## src/rtl/saph_fpu_pkg.sv

```systemverilog
// Shared types and helpers for the FPU arbiter slice.
//   float_t    : default-width float word
//   fpu_mode_t : 2-bit rounding mode
//   gpu_id_t   : requester index, sized for the largest supported GPU count
//   rr_pick    : round-robin winner search (valid bit + index)
package saph_fpu_pkg;

    localparam int MAX_GPUS = 16;
    localparam int ID_W     = $clog2(MAX_GPUS);
    localparam int FW_DEF   = 32;

    typedef logic [FW_DEF-1:0] float_t;
    typedef logic [1:0]        fpu_mode_t;
    // The package is not parameterised, so the ID is wide enough for any
    // legal GPU count; unused upper bits simply stay zero.
    typedef logic [ID_W-1:0]   gpu_id_t;

    typedef struct packed {
        logic    vld;
        gpu_id_t idx;
    } rr_pick_t;

    // First set bit of req scanning ptr, ptr+1, ... modulo n (n <= MAX_GPUS,
    // ptr < n). Since both ptr and the offset are below n, one conditional
    // subtraction implements the wrap.
    function automatic rr_pick_t rr_pick(input logic [MAX_GPUS-1:0] req,
                                         input gpu_id_t             ptr,
                                         input int                  n);
        rr_pick_t r;
        int       idx;
        r.vld = 1'b0;
        r.idx = '0;
        for (int k = 0; k < MAX_GPUS; k++) begin
            idx = int'(ptr) + k;
            if (idx >= n) idx = idx - n;
            if (k < n && !r.vld && req[idx[ID_W-1:0]]) begin
                r.vld = 1'b1;
                r.idx = gpu_id_t'(idx);
            end
        end
        return r;
    endfunction

endpackage

```

## src/rtl/saph_fpu_tagq.sv

```systemverilog
// In-order tag FIFO holding the GPU ID of every issued, unreturned FPU op.
//   clk, rst_n : clock, async active-low reset (empties the queue)
//   push/push_id : append an ID (caller never pushes when full without popping)
//   pop          : drop the head entry
//   head_id      : oldest ID
//   full/empty   : occupancy flags
//   count        : number of stored IDs, 0..DEPTH
module saph_fpu_tagq
    import saph_fpu_pkg::*;
#(
    parameter int DEPTH = 4
) (
    input  logic                     clk,
    input  logic                     rst_n,
    input  logic                     push,
    input  gpu_id_t                  push_id,
    input  logic                     pop,
    output gpu_id_t                  head_id,
    output logic                     full,
    output logic                     empty,
    output logic [$clog2(DEPTH):0]   count
);

    localparam int AW = $clog2(DEPTH);

    // Pointers carry an extra MSB so full and empty are distinguishable.
    logic [AW:0] wr_ptr, rd_ptr;
    gpu_id_t     mem [DEPTH];

    assign count   = wr_ptr - rd_ptr;
    assign empty   = (wr_ptr == rd_ptr);
    assign full    = (wr_ptr[AW] != rd_ptr[AW]) && (wr_ptr[AW-1:0] == rd_ptr[AW-1:0]);
    assign head_id = mem[rd_ptr[AW-1:0]];

    always_ff @(posedge clk or negedge rst_n) begin
        if (!rst_n) begin
            wr_ptr <= '0;
            rd_ptr <= '0;
        end else begin
            if (push) wr_ptr <= wr_ptr + 1'b1;
            if (pop)  rd_ptr <= rd_ptr + 1'b1;
        end
    end

    // When full with a simultaneous pop, the write lands on the head slot;
    // the head was already read combinationally this cycle, so this is safe.
    always_ff @(posedge clk) begin
        if (push) mem[wr_ptr[AW-1:0]] <= push_id;
    end

endmodule

```

## src/rtl/saph_fpu_arbiter.sv

```systemverilog
// Round-robin arbiter sharing one pipelined FPU between GPUS requesters.
//   clk, rst_n            : clock, async active-low reset
//   req_trig/req_ready    : per-GPU request valid / grant (one-hot or zero)
//   req_lhs/rhs/mode      : per-GPU operands, GPU i at [i*W +: W]
//   res_trig/res_val      : per-GPU result strobe, broadcast result word
//   fpu_d_*               : issue port to the FPU
//   fpu_q_trig/fpu_q_res  : FPU result return (in issue order)
//   inflight              : issued, unreturned op count
//   err_orphan            : sticky, a result came back with no tag queued
module saph_fpu_arbiter
    import saph_fpu_pkg::*;
#(
    parameter int GPUS     = 1,
    parameter int MAX_INFL = 4,
    parameter int FW       = 32
) (
    input  logic                        clk,
    input  logic                        rst_n,
    input  logic [GPUS-1:0]             req_trig,
    output logic [GPUS-1:0]             req_ready,
    input  logic [GPUS*FW-1:0]          req_lhs,
    input  logic [GPUS*FW-1:0]          req_rhs,
    input  logic [GPUS*2-1:0]           req_mode,
    output logic [GPUS-1:0]             res_trig,
    output logic [FW-1:0]               res_val,
    output logic                        fpu_d_trig,
    input  logic                        fpu_d_ready,
    output logic [FW-1:0]               fpu_d_lhs,
    output logic [FW-1:0]               fpu_d_rhs,
    output fpu_mode_t                   fpu_d_mode,
    input  logic                        fpu_q_trig,
    input  logic [FW-1:0]               fpu_q_res,
    output logic [$clog2(MAX_INFL):0]   inflight,
    output logic                        err_orphan
);

    gpu_id_t           rr_ptr;
    gpu_id_t           head_id;
    logic              tq_full, tq_empty;
    rr_pick_t          pick;
    logic              can_issue, issue, pop, orphan;
    logic [MAX_GPUS-1:0] req_pad;

    assign req_pad = MAX_GPUS'(req_trig);

    always_comb pick = rr_pick(req_pad, rr_ptr, GPUS);

    // A result returning this cycle frees a slot, so a full queue can still issue.
    assign can_issue = fpu_d_ready & (~tq_full | fpu_q_trig);
    // Gating with rst_n keeps every combinational output at 0 during reset.
    assign issue     = rst_n & pick.vld & can_issue;
    assign pop       = rst_n & fpu_q_trig & ~tq_empty;
    assign orphan    = fpu_q_trig & tq_empty;

    always_comb begin
        req_ready  = '0;
        res_trig   = '0;
        fpu_d_lhs  = '0;
        fpu_d_rhs  = '0;
        fpu_d_mode = '0;
        for (int i = 0; i < GPUS; i++) begin
            if (issue && pick.idx == gpu_id_t'(i)) begin
                req_ready[i] = 1'b1;
                fpu_d_lhs    = req_lhs[i*FW +: FW];
                fpu_d_rhs    = req_rhs[i*FW +: FW];
                fpu_d_mode   = req_mode[i*2 +: 2];
            end
            if (pop && head_id == gpu_id_t'(i)) res_trig[i] = 1'b1;
        end
    end

    assign fpu_d_trig = issue;
    assign res_val    = rst_n ? fpu_q_res : '0;

    // With GPUS=1 the winner is always the last index, so rr_ptr stays 0.
    always_ff @(posedge clk or negedge rst_n) begin
        if (!rst_n) begin
            rr_ptr <= '0;
        end else if (issue) begin
            rr_ptr <= (pick.idx == gpu_id_t'(GPUS-1)) ? '0 : pick.idx + gpu_id_t'(1);
        end
    end

    always_ff @(posedge clk or negedge rst_n) begin
        if (!rst_n)      err_orphan <= 1'b0;
        else if (orphan) err_orphan <= 1'b1;
    end

    saph_fpu_tagq #(.DEPTH(MAX_INFL)) u_tagq (
        .clk     (clk),
        .rst_n   (rst_n),
        .push    (issue),
        .push_id (pick.idx),
        .pop     (pop),
        .head_id (head_id),
        .full    (tq_full),
        .empty   (tq_empty),
        .count   (inflight)
    );

endmodule

```

## config.mk

```make
export PLATFORM = sky130hd
export DESIGN_NAME = saph_fpu_arbiter
export DESIGN_NICKNAME = d
export VERILOG_FILES = /design/src/rtl/saph_fpu_pkg.sv /design/src/rtl/saph_fpu_tagq.sv /design/src/rtl/saph_fpu_arbiter.sv
export SDC_FILE = /design/constraint.sdc
export NUM_CORES = 1
export LEC_CHECK = 0
export CAP_MARGIN = 5
export CORE_AREA = 2 2 80 82
export DETAILED_ROUTE_END_ITERATION = 16
export DIE_AREA = 0 0 82 84
export DONT_BUFFER_PORTS = 1
export PLACE_DENSITY = 0.53
export SYNTH_ARGS = -nofsm -noshare
export SYNTH_HDL_FRONTEND = slang
export SYNTH_SLANG_ARGS = --single-unit
```

## constraint.sdc

```tcl
create_clock -name clk -period 2 [get_ports clk]
set_input_delay 0.1 -clock clk [delete_from_list [all_inputs] [get_ports clk]]
set_output_delay 0.1 -clock clk [all_outputs]
set_load 0.05 [all_outputs]
```

======== Yosys cells after proc, flatten, opt, wreduce, memory -nomap -nowiden ========
Memory sizes are Yosys's and may differ from the RTL's.
Index checks and enable logic that the tools add are counted.
word-level totals
  register bits after elaboration ......... 11
  output and inout bits ................... 105
  memory bits (read-only) ................. 0
  bits of input ports ..................... 103
  word-level logic and storage cells ...... 42
  memories ................................ 1
  bits in writable memories ............... 16
  latch bits .............................. 0
cells by class
  equal/unequal tests ..................... 3
  divide/modulo/power cells ............... 0
  reduce and logical (&&, ||, !) cells .... 5
  bitwise logic cells ..................... 9
  shift operators ......................... 0
  multiplexer cells ....................... 13
  $lt $le $gt $ge ......................... 2
  add/subtract/negate cells ............... 5
  multiply operators ...................... 0
memories
  name        words  bits a word  read ports  clocked after memory_dff  write ports  RTL line             source
  u_tagq.mem  4      4            1           0                         1            saph_fpu_tagq.sv:28  gpu_id_t mem [DEPTH];
operator list
  cell                                                               number
  2-to-1 mux 32 bit                                                  3
  zero test 4 bit                                                    2
  2-to-1 mux 4 bit                                                   2
  adder 3 x 1 -> 3 bit, second input constant                        2
  bitwise AND 1 bit                                                  6
  < comparator 4 x 5 -> 1 bit, second input constant                 1
  2-to-1 mux 1 bit                                                   5
  2-to-1 mux 5 bit                                                   1
  adder 4 x 1 -> 4 bit, second input constant                        1
  binary-select mux 1 bit (select 4 bit)                             1
  greater-or-equal comparator 4 x 1 -> 1 bit, second input constant  1
  subtractor 4 x 1 -> 4 bit, second input constant                   1
  == test 3 bit                                                      1
  logical AND 1 bit                                                  3
  subtractor 3 bit                                                   1
  == test 2 bit                                                      1
  2-to-1 mux 2 bit                                                   1
  inverter 1 bit                                                     2
  inequality test 1 bit                                              1
  bitwise OR 1 bit                                                   1

======== Depth between registers and ports, before layout ========
  depth in word-level cells ............... 9
  depth in mapped cells ................... 8
  mapped depth without buffers ............ 6

======== Hierarchy ========
A second synthesis with hierarchy kept.
second synthesis, totals
  cell total of the unflattened synthesis .. 205
  area, all modules ....................... 2003.2 um2
modules (own cells, without submodules)
  module            times used  cells each  area an instance (um2)  seq. area each (um2)
  saph_fpu_arbiter  1           147         1032.2                  125.1
  saph_fpu_tagq     1           58          970.9                   630.6

======== Worst setup path after synthesis ========
Ideal clock, no wire load.
  kind .................................... register to output
  start ................................... register rr_ptr[0]
  end ..................................... output fpu_d_mode[0]
  required time ........................... 1900 ps
  arrival time ............................ 2204 ps
  cell stages (with the launch flop) ...... 8
  slack ................................... -304 ps
  cells stage by stage .................... dfrtp_1 inv_1 ha_1 a21oi_1 o32ai_4 nor4_4 buf_2 and2_1
on the way
  longest elaborated chain between the ends .. 9
  elaborated cells on any way between the ends .. 11
ends and longest elaborated chain
  item                                                                                     RTL line                source
  start, declared                                                                          saph_fpu_arbiter.sv:37  gpu_id_t rr_ptr;
  start signal, assigned                                                                   saph_fpu_arbiter.sv:80  rr_ptr <= (pick.idx == gpu_id_t'(GPUS-1)) ? '0 : pick.idx + gpu_id_t'(1);
  subtractor 4 x 1 -> 4 bit or greater-or-equal comparator 4 x 1 -> 1 bit (tied branches)  saph_fpu_pkg.sv:35      if (idx >= n) idx = idx - n;
  2-to-1 mux 4 bit *                                                                       saph_fpu_pkg.sv:35
  binary-select mux 1 bit (select 4 bit)                                                   saph_fpu_pkg.sv:36      if (k < n && !r.vld && req[idx[ID_W-1:0]]) begin
  2-to-1 mux 1 bit (not written as such)                                                   saph_fpu_pkg.sv:36
  2-to-1 mux 5 bit *                                                                       saph_fpu_pkg.sv:36
  bitwise AND 1 bit (2 in series)                                                          saph_fpu_arbiter.sv:51  assign issue = rst_n & pick.vld & can_issue;
  logical AND 1 bit *                                                                      saph_fpu_arbiter.sv:62  if (issue && pick.idx == gpu_id_t'(i)) begin
  2-to-1 mux 2 bit *                                                                       saph_fpu_arbiter.sv:62
  end, declared                                                                            saph_fpu_arbiter.sv:30  output fpu_mode_t fpu_d_mode,
Mark *: on every way between the ends. The rest lies on a longest branch, timed or not. The select of a mux whose other input is x is not followed.

======== Worst setup path after layout ========
  start ................................... register rr_ptr[0]
  end ..................................... output fpu_d_rhs[29]
on the way
  longest elaborated chain between the ends .. 9
  elaborated cells on any way between the ends .. 11
ends and longest elaborated chain
  item                                                                                     RTL line                source
  subtractor 4 x 1 -> 4 bit or greater-or-equal comparator 4 x 1 -> 1 bit (tied branches)  saph_fpu_pkg.sv:35
  2-to-1 mux 4 bit *                                                                       saph_fpu_pkg.sv:35
  binary-select mux 1 bit (select 4 bit)                                                   saph_fpu_pkg.sv:36
  2-to-1 mux 1 bit (not written as such)                                                   saph_fpu_pkg.sv:36
  2-to-1 mux 5 bit *                                                                       saph_fpu_pkg.sv:36
  bitwise AND 1 bit (2 in series)                                                          saph_fpu_arbiter.sv:51
  logical AND 1 bit *                                                                      saph_fpu_arbiter.sv:62
  2-to-1 mux 32 bit *                                                                      saph_fpu_arbiter.sv:62
  end, declared                                                                            saph_fpu_arbiter.sv:29  output logic [FW-1:0] fpu_d_rhs,
Marked as above.

==> flow_summary_export.csv <==
group,metric,value,unit
sta,min_period,2.28,ns
sta,min_period_over_period,114,%
clocking,cts_tree,"done",
clocking,clock_sinks,27,
sta,setup_viol,85,
yosys,syn-instance-count,195,
grt,track_usage,12.7,%
power,finalPower,3.18,mW
yosys,yosysWarnings,0,
yosys,ys.flop_type,"edfxtp_1",
sta,whs,-0.495,ns
floorplanning,dieHeight,84,um
placed_design,gp_congestion,0.699,
cells_and_area,drive_above_1_share,53.9,%
yosys,ys_async_sr_fraction,40.7,%
clocking,htree_levels,1,
sta,setup_ws,-0.282,ns
worst_setup_path,arrival,2.18,ns
clocking,insertion_delay,0.27,ns
power,ir_drop,1.28,mV
placed_design,dp.cells,302,
detailed_routing,drt_iter0_markers,48,
sta,slew_headroom,62.1,%
detailed_routing,wirelength,5030,um
worst_setup_path,regToRegSetupSlack,-0.08,ns
worst_setup_path,worst_r2r_endpoint,"u_tagq.mem[3][2]",
floorplanning,num_rows,29,
clocking,cts_buffer_depth,2,
cells_and_area,fin_nets,357,
worst_setup_path,critPathCaptureType,"primary output",
yosys,yosysUniqueCellTypes,30,
floorplanning,die_area,6890,um^2
grt,grt.overflow.total,0,
detailed_routing,vias,1440,
cells_and_area,postLayoutCellArea,2770,um^2
grt,antenna_found_initial,0,
sta,slew_viol_final,0,
placed_design,post_dp_cell_area,2400,um^2
yosys,synthMostInstantiatedCell,"and2_1",
yosys,ys_seq_area_share,38.7,%
power,leakage,1.19,nW
floorplanning,core,6100,um^2
placed_design,port_buffers,0,
detailed_routing,first_pass_iters,4,
job,maxCapViolCount,0,
cells_and_area,finalNonFillerCells,318,
worst_setup_path,crit_fanout,9,
yosys,ys_ff_latch,27,
worst_setup_path,path_cells,"inv_2 > ha_4 > nor4b_4 > a21oi_4 > nor4_4 > buf_6 > buf_12 > buf_16 > and2_4",
grt,grt_pass1_wl,6730,um
yosys,synth_edf_count,16,
sta,hold_viol_final,11,
yosys,yosysTopAreaCell,"and2_1",
yosys,synth.top_cells.by_count,"and2_1 (102), edfxtp_1 (16), dfrtp_1 (11), ha_1 (11), inv_1 (9)",
detailed_routing,vias_per_cell,4.53,
status,outcome,"finished with violations",
worst_setup_path,worstReg2RegStart,"rr_ptr[0]",
sta,fin_skew,0.00381,ns
floorplanning,top_level_ports,208,
clocking,cts_root_buf,"clkbuf_8",
power,p_per_area,1150,nW/um^2
detailed_routing,drtAntennaViolNets,0,
cells_and_area,post-route-util,45.5,%
yosys,synth_area,1950,um^2
worst_setup_path,cp_slowest_cell,"dfrtp_2",
clocking,path_clk_slew,0.10,ns
clocking,hold_buffers,1,
worst_setup_path,cp.required,1.90,ns
worst_hold_path,hold_class,"input port to asynchronous set/reset pin",
worst_setup_path,reg2reg_depth,8,
worst_setup_path,path_class,"flip-flop to primary output",
detailed_routing,drc_errors,0,
yosys,synth.area.top_cells,"and2_1 (33%), edfxtp_1 (25%), dfrtp_1 (14%), ha_1 (7.0%), inv_1 (1.7%)",
cells_and_area,fillers,603,
sta,max_slew.worst_pin.slew,0.573,ns
grt,grt_pass1_vias,1295,
placed_design,hpwlAfterDp,3710,um
yosys,synth_top_area_share,32.7,%
yosys,synth.avg_cell_area,10.0,um^2
worst_setup_path,slowest_delay,0.45,ns
sta,clock.fmax,438,MHz
floorplanning,initial_core_util,32.0,%
detailed_routing,wire_per_inst,15.8,um
grt,grt_max_degree,46,
clocking,numCtsBuffers,3,
floorplanning,die_w,82,um
status,violations,"hold timing, setup timing",
sta,rsz0062_at_grt,"true",
cells_and_area,area_delta_synth_final,42.0,%
worst_setup_path,start_kind,"flip-flop",
cells_and_area,num_antenna_cells,0,
[where the power goes]
group          internal (mW)  total (mW)  switching, mW
sequential             0.701       0.819          0.117
clock                  0.141       0.318          0.177
combinational          0.857        2.05           1.19
[stage by stage]
| stage | setup WS, ns | setup TNS (ns) |
|---|---|---|
| 2_1_floorplan | -0.197 | -3.01 |
| 3_3_place_gp | -0.00572 | -0.0227 |
| 3_5_place_dp | -0.00256 | -0.0101 |
| 4_1_cts | -0.293 | -18.26 |
| 5_1_grt | -0.415 | -27.52 |
| 6_report | -0.282 | -16.76 |
[cell type report]
type / instances / area (um^2) / area share [%]
clock buffer: 3 / 41.3 / 1.49
clock inverter: 1 / 7.51 / 0.271
inverter: 9 / 37.5 / 1.35
multi-input combinational: 166 / 1450 / 52.3
sequential: 27 / 757 / 27.3
tap: 77 / 96.3 / 3.47
timing repair buffer: 35 / 383 / 13.8
[how the worst max path moves through the flow]
stage	from	endpoint	slack [ns]
after global routing	rr_ptr[0]	fpu_d_lhs[5]	-0.41
after detailed placement	rr_ptr[0]	u_tagq.mem[3][2]	-0.003
after CTS	rr_ptr[0]	fpu_d_lhs[4]	-0.29
final	rr_ptr[0]	fpu_d_rhs[29]	-0.28
after floorplan	rr_ptr[0]	u_tagq.mem[0][0]	-0.20
after global placement	rr_ptr[0]	u_tagq.mem[3][1]	-0.006
[cells by family after synthesis]
group	after synthesis	share of synthesized area [%]
XOR/XNOR	6	3.08
AO/OA/AOI/OAI	6	3.01
AND/OR/NAND/NOR	117	38.5
flip-flops	27	38.7
multiplexers	5	3.40
buffers and inverters	20	4.87
other	2	0.385
adder cells (fa/ha/maj)	12	8.07
[per-layer routing]
layer  GRT usage, %  vias up  routed length, um
met5              0        -                  0
met4           1.82        0                 23
met3           4.33        2                316
met2           19.8       56               2510
met1           17.4      681               2170
li1               -      701                  -
[registers in the layout (all words and copies together) (netlist names)]
| name | cells |
|---|---|
| u_tagq.rd_ptr | 3 |
| u_tagq.wr_ptr | 3 |
| u_tagq.mem | 16 |
| rr_ptr | 4 |
| err_orphan | 1 |
[cell usage in the layout, fill, tap and decap left out, types with 2 or more instances in the layout]
| master | netlist | layout |
|---|---|---|
| buf_12 | 0 | 3 |
| ha_4 | 0 | 4 |
| nand2_1 | 4 | 3 |
| dfrtp_1 | 11 | 10 |
| buf_16 | 0 | 2 |
| edfxtp_1 | 16 | 16 |
| a21oi_4 | 0 | 2 |
| clkinvlp_4 | 0 | 2 |
| buf_6 | 1 | 4 |
| and2_1 | 102 | 33 |
| clkbuf_8 | 0 | 3 |
| inv_1 | 9 | 4 |
| inv_2 | 0 | 4 |
| and2_4 | 0 | 69 |
| ha_1 | 11 | 7 |
| mux2_4 | 0 | 2 |
| xnor2_1 | 3 | 3 |
| buf_4 | 3 | 23 |
| nor4_1 | 5 | 5 |
| xor2_1 | 2 | 2 |
| conb_1 | 2 | 20 |
[worst max-delay path, delay by kind of cell (launching register included)]
kind                     cells  cell delay, ns
AND/OR/NAND/NOR              3            0.71
adder cells (fa/ha/maj)      1            0.16
buffers and inverters        4            0.50
AO/OA/AOI/OAI                1            0.08
flip-flops                   1            0.45
[timing repair]
action,CTS,global route
gates resized for setup,41,38
gates cloned,3,1
hold endpoints to repair,12,11
buffers inserted,5,3
pin swaps,28,40
setup endpoints to repair,72,73
Power figures use the tool's default switching activity.
